**src/rtl/shift_seq.sv**
```systemverilog
//==============================================================================
// Module      : shift_seq
// Description : Multi-cycle 8-bit shifter/rotator, one bit per clock.
// Revision    : 1.0 - initial release
//==============================================================================
`default_nettype none

module shift_seq (
    input  logic       clk,
    input  logic       rst,
    input  logic       start,
    input  logic       dir,
    input  logic       rot,
    input  logic       sin,
    input  logic [2:0] amt,
    input  logic [7:0] x,
    output logic [7:0] f,
    output logic       cout,
    output logic       busy,
    output logic       done
);

    typedef enum logic [1:0] {
        IDLE  = 2'd0,
        SHIFT = 2'd1,
        DONE  = 2'd2
    } state_t;

    state_t     state_q, state_d;
    logic [7:0] f_q, f_d;
    logic       cout_q, cout_d;
    logic [2:0] cnt_q, cnt_d;
    logic       dir_q, dir_d;
    logic       rot_q, rot_d;
    logic       sin_q, sin_d;
    logic       fill;

    always_ff @(posedge clk) begin
        if (rst) begin
            state_q <= IDLE;
            f_q     <= 8'h00;
            cout_q  <= 1'b0;
            cnt_q   <= 3'd0;
            dir_q   <= 1'b0;
            rot_q   <= 1'b0;
            sin_q   <= 1'b0;
        end else begin
            state_q <= state_d;
            f_q     <= f_d;
            cout_q  <= cout_d;
            cnt_q   <= cnt_d;
            dir_q   <= dir_d;
            rot_q   <= rot_d;
            sin_q   <= sin_d;
        end
    end

    always_comb begin
        state_d = state_q;
        f_d     = f_q;
        cout_d  = cout_q;
        cnt_d   = cnt_q;
        dir_d   = dir_q;
        rot_d   = rot_q;
        sin_d   = sin_q;
        fill    = 1'b0;

        case (state_q)
            IDLE: begin
                if (start) begin
                    f_d    = x;
                    cout_d = 1'b0;
                    if (amt != 3'd0) begin
                        cnt_d   = amt;
                        dir_d   = dir;
                        rot_d   = rot;
                        sin_d   = sin;
                        state_d = SHIFT;
                    end else begin
                        state_d = DONE;
                    end
                end
            end
            SHIFT: begin
                // Rotation refills with the bit leaving the opposite end.
                if (dir_q) begin
                    fill   = rot_q ? f_q[0] : sin_q;
                    f_d    = {fill, f_q[7:1]};
                    cout_d = f_q[0];
                end else begin
                    fill   = rot_q ? f_q[7] : sin_q;
                    f_d    = {f_q[6:0], fill};
                    cout_d = f_q[7];
                end
                cnt_d = cnt_q - 3'd1;
                if (cnt_q == 3'd1) begin
                    state_d = DONE;
                end
            end
            DONE: begin
                state_d = IDLE;
            end
            default: begin
                state_d = IDLE;
            end
        endcase
    end

    assign f    = f_q;
    assign cout = cout_q;
    assign busy = (state_q == SHIFT);
    assign done = (state_q == DONE);

endmodule

`default_nettype wire

```
**config.mk**
```make
export PLATFORM = sky130hd
export DESIGN_NAME = shift_seq
export DESIGN_NICKNAME = d
export VERILOG_FILES = /design/src/rtl/shift_seq.sv
export SDC_FILE = /design/constraint.sdc
export NUM_CORES = 1
export LEC_CHECK = 0
export ABC_CLOCK_PERIOD_IN_PS = 2000
export CORE_AREA = 3 3 49 51
export DETAILED_ROUTE_END_ITERATION = 10
export DIE_AREA = 0 0 52 54
export PLACE_DENSITY = 0.79
export SYNTH_ARGS = -nofsm -noshare
export SYNTH_HDL_FRONTEND = slang
export SYNTH_SLANG_ARGS = --single-unit
```
**constraint.sdc**
```tcl
create_clock -name clk -period 2 [get_ports clk]
set_input_delay 0.6 -clock clk [delete_from_list [all_inputs] [get_ports clk]]
set_output_delay 0.6 -clock clk [all_outputs]
set_load 0.005 [all_outputs]
```
Word level (Yosys, flattened, before mapping). Index checks and enable logic that the tools add are counted.

Memories kept: 0. Bits in latches: 0. Register bits after elaboration: 17. ROM bits: 0. Output and inout bits: 11. Bits of input ports: 17. RAM bits: 0. Logic and storage cells: 36.

Div/mod/pow operators: 0. Multiply operators: 0. Bitwise gates (word level): 0. $lt $le $gt $ge: 0. Mux-type cells: 15. Equal/unequal tests: 6. Reductions and logical operators: 7. Shift-type cells: 0. $add $sub $neg: 1.

Operators by type and width (count): $mux W8 (2); $pmux W8 S2 (1); $mux W2 (3); $mux W3 (2); $pmux W3 S2 (1); $reduce_and A3 Y1 (2); $mux W1 (4); $ne A2 B2 Y1 const B (2); $pmux W2 S2 (1); $reduce_and A2 Y1 (2); $eq A3 B1 Y1 const B (1); $reduce_bool A3 Y1 (1); $sub A3 B1 Y3 const B (1); $eq A2 B1 Y1 const B (1); $eq A2 B2 Y1 const B (1); $logic_not A2 Y1 (1); $ne A2 B1 Y1 const B (1); $pmux W1 S2 (1); $reduce_bool A2 Y1 (1).

Logic depth before layout (Yosys ltp). Gate-level depths: netlist of run 1.

Depth in word-level cells: 4. Gate-level depth with buffers: 7. Depth with buffers taken out: 5.

Worst setup path before layout of run 1. No wires, ideal clock.

Kind: reg2out. From: register state_q[1]. To: output port busy. Cell stages (with the launch flop): 6. Data arrival time: 0.875 ns. Buffers on the path: 3. Path slack: 0.525 ns. Path through: dfxtp_1 buf_6 nand2b_4 buf_6 inv_2 buf_2.

Longest elaborated chain between the ends: 1.

RTL lines: from (decl) (RTL line 29) `state_t state_q, state_d;`; from (signal assigned) (RTL line 48) `state_q <= state_d;`; $eq A2 B1 Y1 (RTL line 111) `assign busy = (state_q == SHIFT);`; to (decl) (RTL line 19) `output logic busy,`.

No other way between the ends.

Worst setup path in the final report of run 1. Same ends and word-level chain as after synthesis.

==> results_dict.tcl, run 1 <==
set metrics [dict create \
    status "completed" \
    slew_viol_final 0 \
    finish.utilization_pct 66.4 \
    drtPass1Iterations 4 \
    p_comb_share_pct 31.0 \
    syn-num-nets 129 \
    fin_area_mm2 0.00132 \
    holdPathStages 2 \
    dp_hpwl_mm 1.89 \
    period_minus_slack_ps 1940 \
    required_ps 1400 \
    setup_tns_ps 0 \
    irDropWorstVdd_v 0.000351 \
    totalPowerFinal_mw 0.870 \
    synth_ff_type "dfxtp_1" \
    clk_pin_slew_worst_paths_ps 100 \
    synth_edf_count 0 \
    wl_met3_um 187 \
    wl_met2_mm 1.21 \
    rsz0062_at_grt "false" \
    synth-seq-area-share_pct 34.9 \
    worst-r2r-setup-slack_ps 530 \
    dp_slack_ps -19.6 \
    grt_remaining_overflow 0 \
    hold_violations 0 \
    max_stage_delay_ps 500 \
    synth_cell_type_count 34 \
    die-area_mm2 0.00281 \
    p_leak_nw 0.498 \
    crit_fanout 4 \
    diodes 0 \
    finClkSkew_ps 1.07 \
    port_buffers 27 \
    antenna_found_initial 0 \
    synthArstFlopShare_pct 0 \
    wl_met1_mm 1.08 \
    p_seq_share_pct 47.4 \
    synth_top_area_cell "dfxtp_1" \
    rr_worst_depth 3 \
    worst_r2r_endpoint "f[2]$_SDFFE_PP0P_" \
    ys_warn_count 0 \
    netlist_top_cells_area "dfxtp_1 35%, mux2_2 9.2%, a221oi_1 6.3%" \
    critPathKind "flop to primary output" \
    numCtsBuffers 3 \
    multi_input_area_um2 557 \
    clkPwrFrac_pct 21.6 \
    drtIter0Drc 35 \
    areaGrowthSynthToFinish_pct 34.7 \
    startpoint "state_q[1]$_SDFFE_PP0P_" \
    row_count 16 \
    fin_crit_sh_pct 97.0 \
    holdCritStartpoint "sin_q$_SDFFE_PP0P_" \
    n_fill_cell 167 \
    worst_pin_slew_ps 511 \
    timing.rr.start "dir_q$_SDFFE_PP0P_" \
    min_to "sin_q$_SDFFE_PP0P_" \
    wire_per_inst_um 14.9 \
    hold_class "flop to flop" \
    max_freq_mhz 515 \
    slowest_stage "clkdlybuf4s50_1" \
    swShare_pct 30.1 \
    power.switching_mw 0.262 \
    drive_gt1_share_pct 17.7 \
    p_per_area_mw_per_mm2 662 \
    slew_headroom_pct 65.7 \
    htreeDepth 1 \
    ant_nets 0 \
    die_x_um 52 \
    drc 0 \
    place.gp.congestion 0.781 \
    cts_tree "built" \
    endpoint_kind "primary output" \
    yosysTopAreaCellShare_pct 34.9 \
    ys_seq_elements 17 \
    syn_area_per_cell_um2 8.87 \
    grt_usage_pct 19.7 \
    cellInternalPower_mw 0.608 \
    cp_cell_sequence "nand2b_4 > inv_2 > clkdlybuf4s50_1" \
    setup_ws_ps 59.6 \
    clkLatencyLatePin_ps 290 \
    nNetsFinal 161 \
    start_util_pct 49.2 \
    arrival_ps 1340 \
    core_mm2 0.00198 \
    first_global_vias 925 \
    die_h_um 54 \
    clock_path_buffers 2 \
    place_area_mm2 0.00128 \
    num_vias 976 \
    dr.max_layer_used "met4" \
    grt_pass1_wl_mm 4.11 \
    synth_area_um2 976 \
    grt_max_degree 13 \
    root_buffer "clkbuf_4" \
    start_kind "flop" \
    final_common_cell "clkdlybuf4s50_1" \
    synth_cells 110 \
    setup_viol 0 \
    post_drt_via_cell_ratio 5.81 \
    cap_violations 0 \
    clock_sink_count 17 \
    io_pins 28 \
    final_cell_mix "27 x clkdlybuf4s50_1, 15 x dfxtp_1, 10 x nor2_1, 10 x o21ai_0, 9 x a21oi_1" \
    seq_area_um2 345 \
    wirelength_mm 2.50 \
]
-- registers in the layout, summed over array words and instances (netlist names) --
| register | count |
|---|---|
| cout | 1 |
| rot_q | 1 |
| sin_q | 1 |
| cnt_q | 3 |
| state_q | 2 |
| dir_q | 1 |
| f | 8 |
-- through the flow --
step	instances	hold slack, ps
2_1_floorplan	110	464
3_3_place_gp	163	479
3_5_place_dp	163	488
4_1_cts	168	503
5_1_grt	168	522
6_report	168	499
-- worst max path at each step --
stage | cells past startpoint | to | slack [ps]
4_1_cts | 3 | busy | 40
6_report | 3 | busy | 60
2_1_floorplan | 5 | busy | 530
5_1_grt | 3 | busy | 0.4
3_3_place_gp | 4 | dir_q$_SDFFE_PP0P_ | 50
3_5_place_dp | 4 | cnt_q[2]$_SDFFE_PP0P_ | -20
-- power groups by stage --
stage          clock network [mW]  logic [mW]  registers (mW)
2_1_floorplan                   0       0.158           0.407
3_3_place_gp                    0       0.258           0.418
3_5_place_dp                    0       0.266           0.420
4_1_cts                     0.196       0.271           0.412
5_1_grt                     0.207       0.296           0.419
6_report                    0.188       0.270           0.413
-- synthesized netlist by cell type (2+ instances only) --
cell      number
a21oi_1        9
a221oi_1       7
a32o_1         2
buf_2          3
buf_6          2
dfxtp_1       17
ha_1           2
inv_1          7
mux2_2         8
mux2i_1        2
nand3_1        4
nor2_1        10
nor3_1         4
nor4bb_1       2
o21ai_0       10
or3_1          3
-- area by class of cell --
type	instances	share of cell area [%]
Tap cell	27	2.57
Timing Repair Buffer	34	24.5
Sequential cell	17	26.3
Inverter	8	2.28
Clock buffer	4	2.00
Multi-Input combinational cell	78	42.3
-- layer usage --
metal,vias up,global-route usage [%]
li1,473,-
met1,466,23.9
met2,35,34.9
met3,2,2.77
met4,0,7.86
met5,-,0
-- cell families (layout without fill, tap and decap cells) --
kind of cell,Yosys count,count (layout),synth area share [%]
compound gates,36,36,24.6
fa+ha+maj,2,2,2.56
buf+inv,15,46,8.08
flops,17,17,34.9
mux,10,10,11.3
simple gates,30,30,18.6
-- what timing repair did --
action | CTS | global route
hold endpoints to repair | 0 | 0
setup endpoints to repair | 1 | 0
gates resized for setup | 3 | 0
setup buffers | 1 | 0
hold buffers | 0 | 0
-- worst max-delay path, delay by kind of cell, from the launching register on --
| family | cells | cell delay [ps] |
|---|---|---|
| buffers and inverters | 2 | 550 |
| flip-flops | 1 | 350 |
| AND/OR/NAND/NOR | 1 | 150 |
(Power assumes the default switching activity.)
==> inputs of run 2 (changes only) <==
--- a/config.mk
+++ b/config.mk
@@ -9,7 +9,7 @@
 export CORE_AREA = 3 3 49 51
 export DETAILED_ROUTE_END_ITERATION = 10
 export DIE_AREA = 0 0 52 54
-export PLACE_DENSITY = 0.79
+export PLACE_DENSITY = 0.75
 export SYNTH_ARGS = -nofsm -noshare
 export SYNTH_HDL_FRONTEND = slang
 export SYNTH_SLANG_ARGS = --single-unit
==> results_dict.tcl, run 2 (synthesis results as in run 1) <==
set metrics [dict create \
    status "completed" \
    critPathKind "flop to primary output" \
    worst_r2r_endpoint "f[3]$_SDFFE_PP0P_" \
    ant_nets 0 \
    fin_crit_sh_pct 94.7 \
    arrival_ps 1290 \
    clkLatencyLatePin_ps 280 \
    clk_pin_slew_worst_paths_ps 90 \
    dp_hpwl_mm 2.01 \
    p_comb_share_pct 31.9 \
    grt_remaining_overflow 0 \
    first_global_vias 959 \
    setup_viol 0 \
    timing.rr.start "dir_q$_SDFFE_PP0P_" \
    diodes 0 \
    p_seq_share_pct 47.5 \
    final_cells 170 \
    n_fill_cell 176 \
    htreeDepth 1 \
    clock_sink_count 17 \
    final_common_cell "clkdlybuf4s50_1" \
    cts_tree "built" \
    num_vias 965 \
    required_ps 1400 \
    die_x_um 52 \
    grt_usage_pct 20.0 \
    hold_violations 0 \
    startpoint "state_q[1]$_SDFFE_PP0P_" \
    cellInternalPower_mw 0.609 \
    max_freq_mhz 528 \
    holdBufCountCts 0 \
    worst_pin_slew_ps 459 \
    grt_pass1_wl_mm 4.26 \
    areaGrowthSynthToFinish_pct 36.5 \
    max_stage_delay_ps 510 \
    placed_cells 165 \
    irDropWorstVdd_v 0.000347 \
    finClkSkew_ps 10.4 \
    clock_path_buffers 2 \
    setup_tns_ps 0 \
    clkPwrFrac_pct 20.6 \
    start_util_pct 49.2 \
    crit_fanout 5 \
    endpoint_kind "primary output" \
    period_minus_slack_ps 1890 \
    die-area_mm2 0.00281 \
    drtIter0Drc 18 \
    worst-r2r-setup-slack_ps 530 \
    cp_cell_sequence "inv_1 > nor2_1 > clkdlybuf4s50_1" \
    slowest_stage "clkdlybuf4s50_1" \
    power.switching_mw 0.258 \
    hold_class "flop to flop" \
    grt_max_degree 13 \
    slew_headroom_pct 69.4 \
    io_pins 28 \
    drc 0 \
    holdPathStages 2 \
    antenna_found_initial 0 \
    root_buffer "clkbuf_4" \
    largest_reg_flops 8 \
    core_mm2 0.00198 \
    post_drt_via_cell_ratio 5.68 \
    p_leak_nw 0.523 \
    final_cell_mix "26 x clkdlybuf4s50_1, 15 x dfxtp_1, 10 x nor2_1, 10 x o21ai_0" \
    rr_worst_depth 3 \
    nNetsFinal 163 \
    multi_input_area_um2 557 \
    p_per_area_mw_per_mm2 651 \
    die_h_um 54 \
    cap_violations 0 \
    seq_area_um2 345 \
    drive_gt1_share_pct 18.9 \
    swShare_pct 29.7 \
    rsz0062_at_grt "false" \
    numCtsBuffers 3 \
    start_kind "flop" \
    slew_viol_final 0 \
    drtPass1Iterations 4 \
    wire_per_inst_um 15.3 \
    place.gp.congestion 0.867 \
    row_count 16 \
    wirelength_mm 2.60 \
    port_buffers 27 \
    critPathCapture "done" \
]
-- run 2: changes by cell type in the layout (fill, tap and decap cells not counted), sizes merged --
cell / before / now
buf: 7 / 9
clkdlybuf4s50: 27 / 26
dlymetal6s2s: 0 / 1
-- run 2: worst min path at each step --
stage	start	to	slack, ps
after CTS	sin_q$_SDFFE_PP0P_	sin_q$_SDFFE_PP0P_	500
after floorplan	sin_q$_SDFFE_PP0P_	sin_q$_SDFFE_PP0P_	460
after global placement	sin_q$_SDFFE_PP0P_	sin_q$_SDFFE_PP0P_	480
final	sin_q$_SDFFE_PP0P_	sin_q$_SDFFE_PP0P_	500
after detailed placement	sin_q$_SDFFE_PP0P_	sin_q$_SDFFE_PP0P_	490
after global routing	sin_q$_SDFFE_PP0P_	sin_q$_SDFFE_PP0P_	530
-- run 2: layout make-up --
type                       count  area share, %
clock buffer                   4           1.97
inverter                       8           2.25
multi-input combinational     78           41.8
sequential                    17           25.9
tap                           27           2.54
timing repair buffer          36           25.5
-- run 2: layer usage --
layer	part of all wire (%)	up-vias	global-route usage [%]
li1	-	475	-
met2	51	19	36.2
met4	0.50	0	5.24
met5	0	-	0
met1	44	469	24.8
met3	3.8	2	2.77
-- run 2: per-stage QoR --
step	util [%]	total power [mW]	setup WS [ps]	area, µm²	hold WS (ps)
after global routing	67.2	0.921	21.2	1330	532
after floorplan	-	0.565	525	976	464
after CTS	66.6	0.868	18.3	1320	499
after detailed placement	65.2	0.692	22.7	1290	486
final	67.2	0.867	106	1330	503
after global placement	65.2	0.682	84.5	1290	483
-- run 2: worst max-delay path: cells and delay by family, from the launching register on --
| family | cells | cell delay, ps |
|---|---|---|
| flops | 1 | 380 |
| buf+inv | 2 | 560 |
| simple gates | 1 | 80 |
-- run 2: power by group through the flow --
stage          registers [mW]  clock network (mW)  logic [mW]
6_report                0.412               0.179       0.277
5_1_grt                 0.416               0.200       0.305
4_1_cts                 0.412               0.182       0.274
3_5_place_dp            0.419                   0       0.273
3_3_place_gp            0.417                   0       0.265
2_1_floorplan           0.407                   0       0.158
-- run 2: repair_timing --
item                                    4_1_cts  5_1_grt
setup buffers                                 0        1
endpoints found under the setup margin        1        1
gates cloned                                  0        0
hold endpoints to repair                      0        0
resized for setup                             2        2
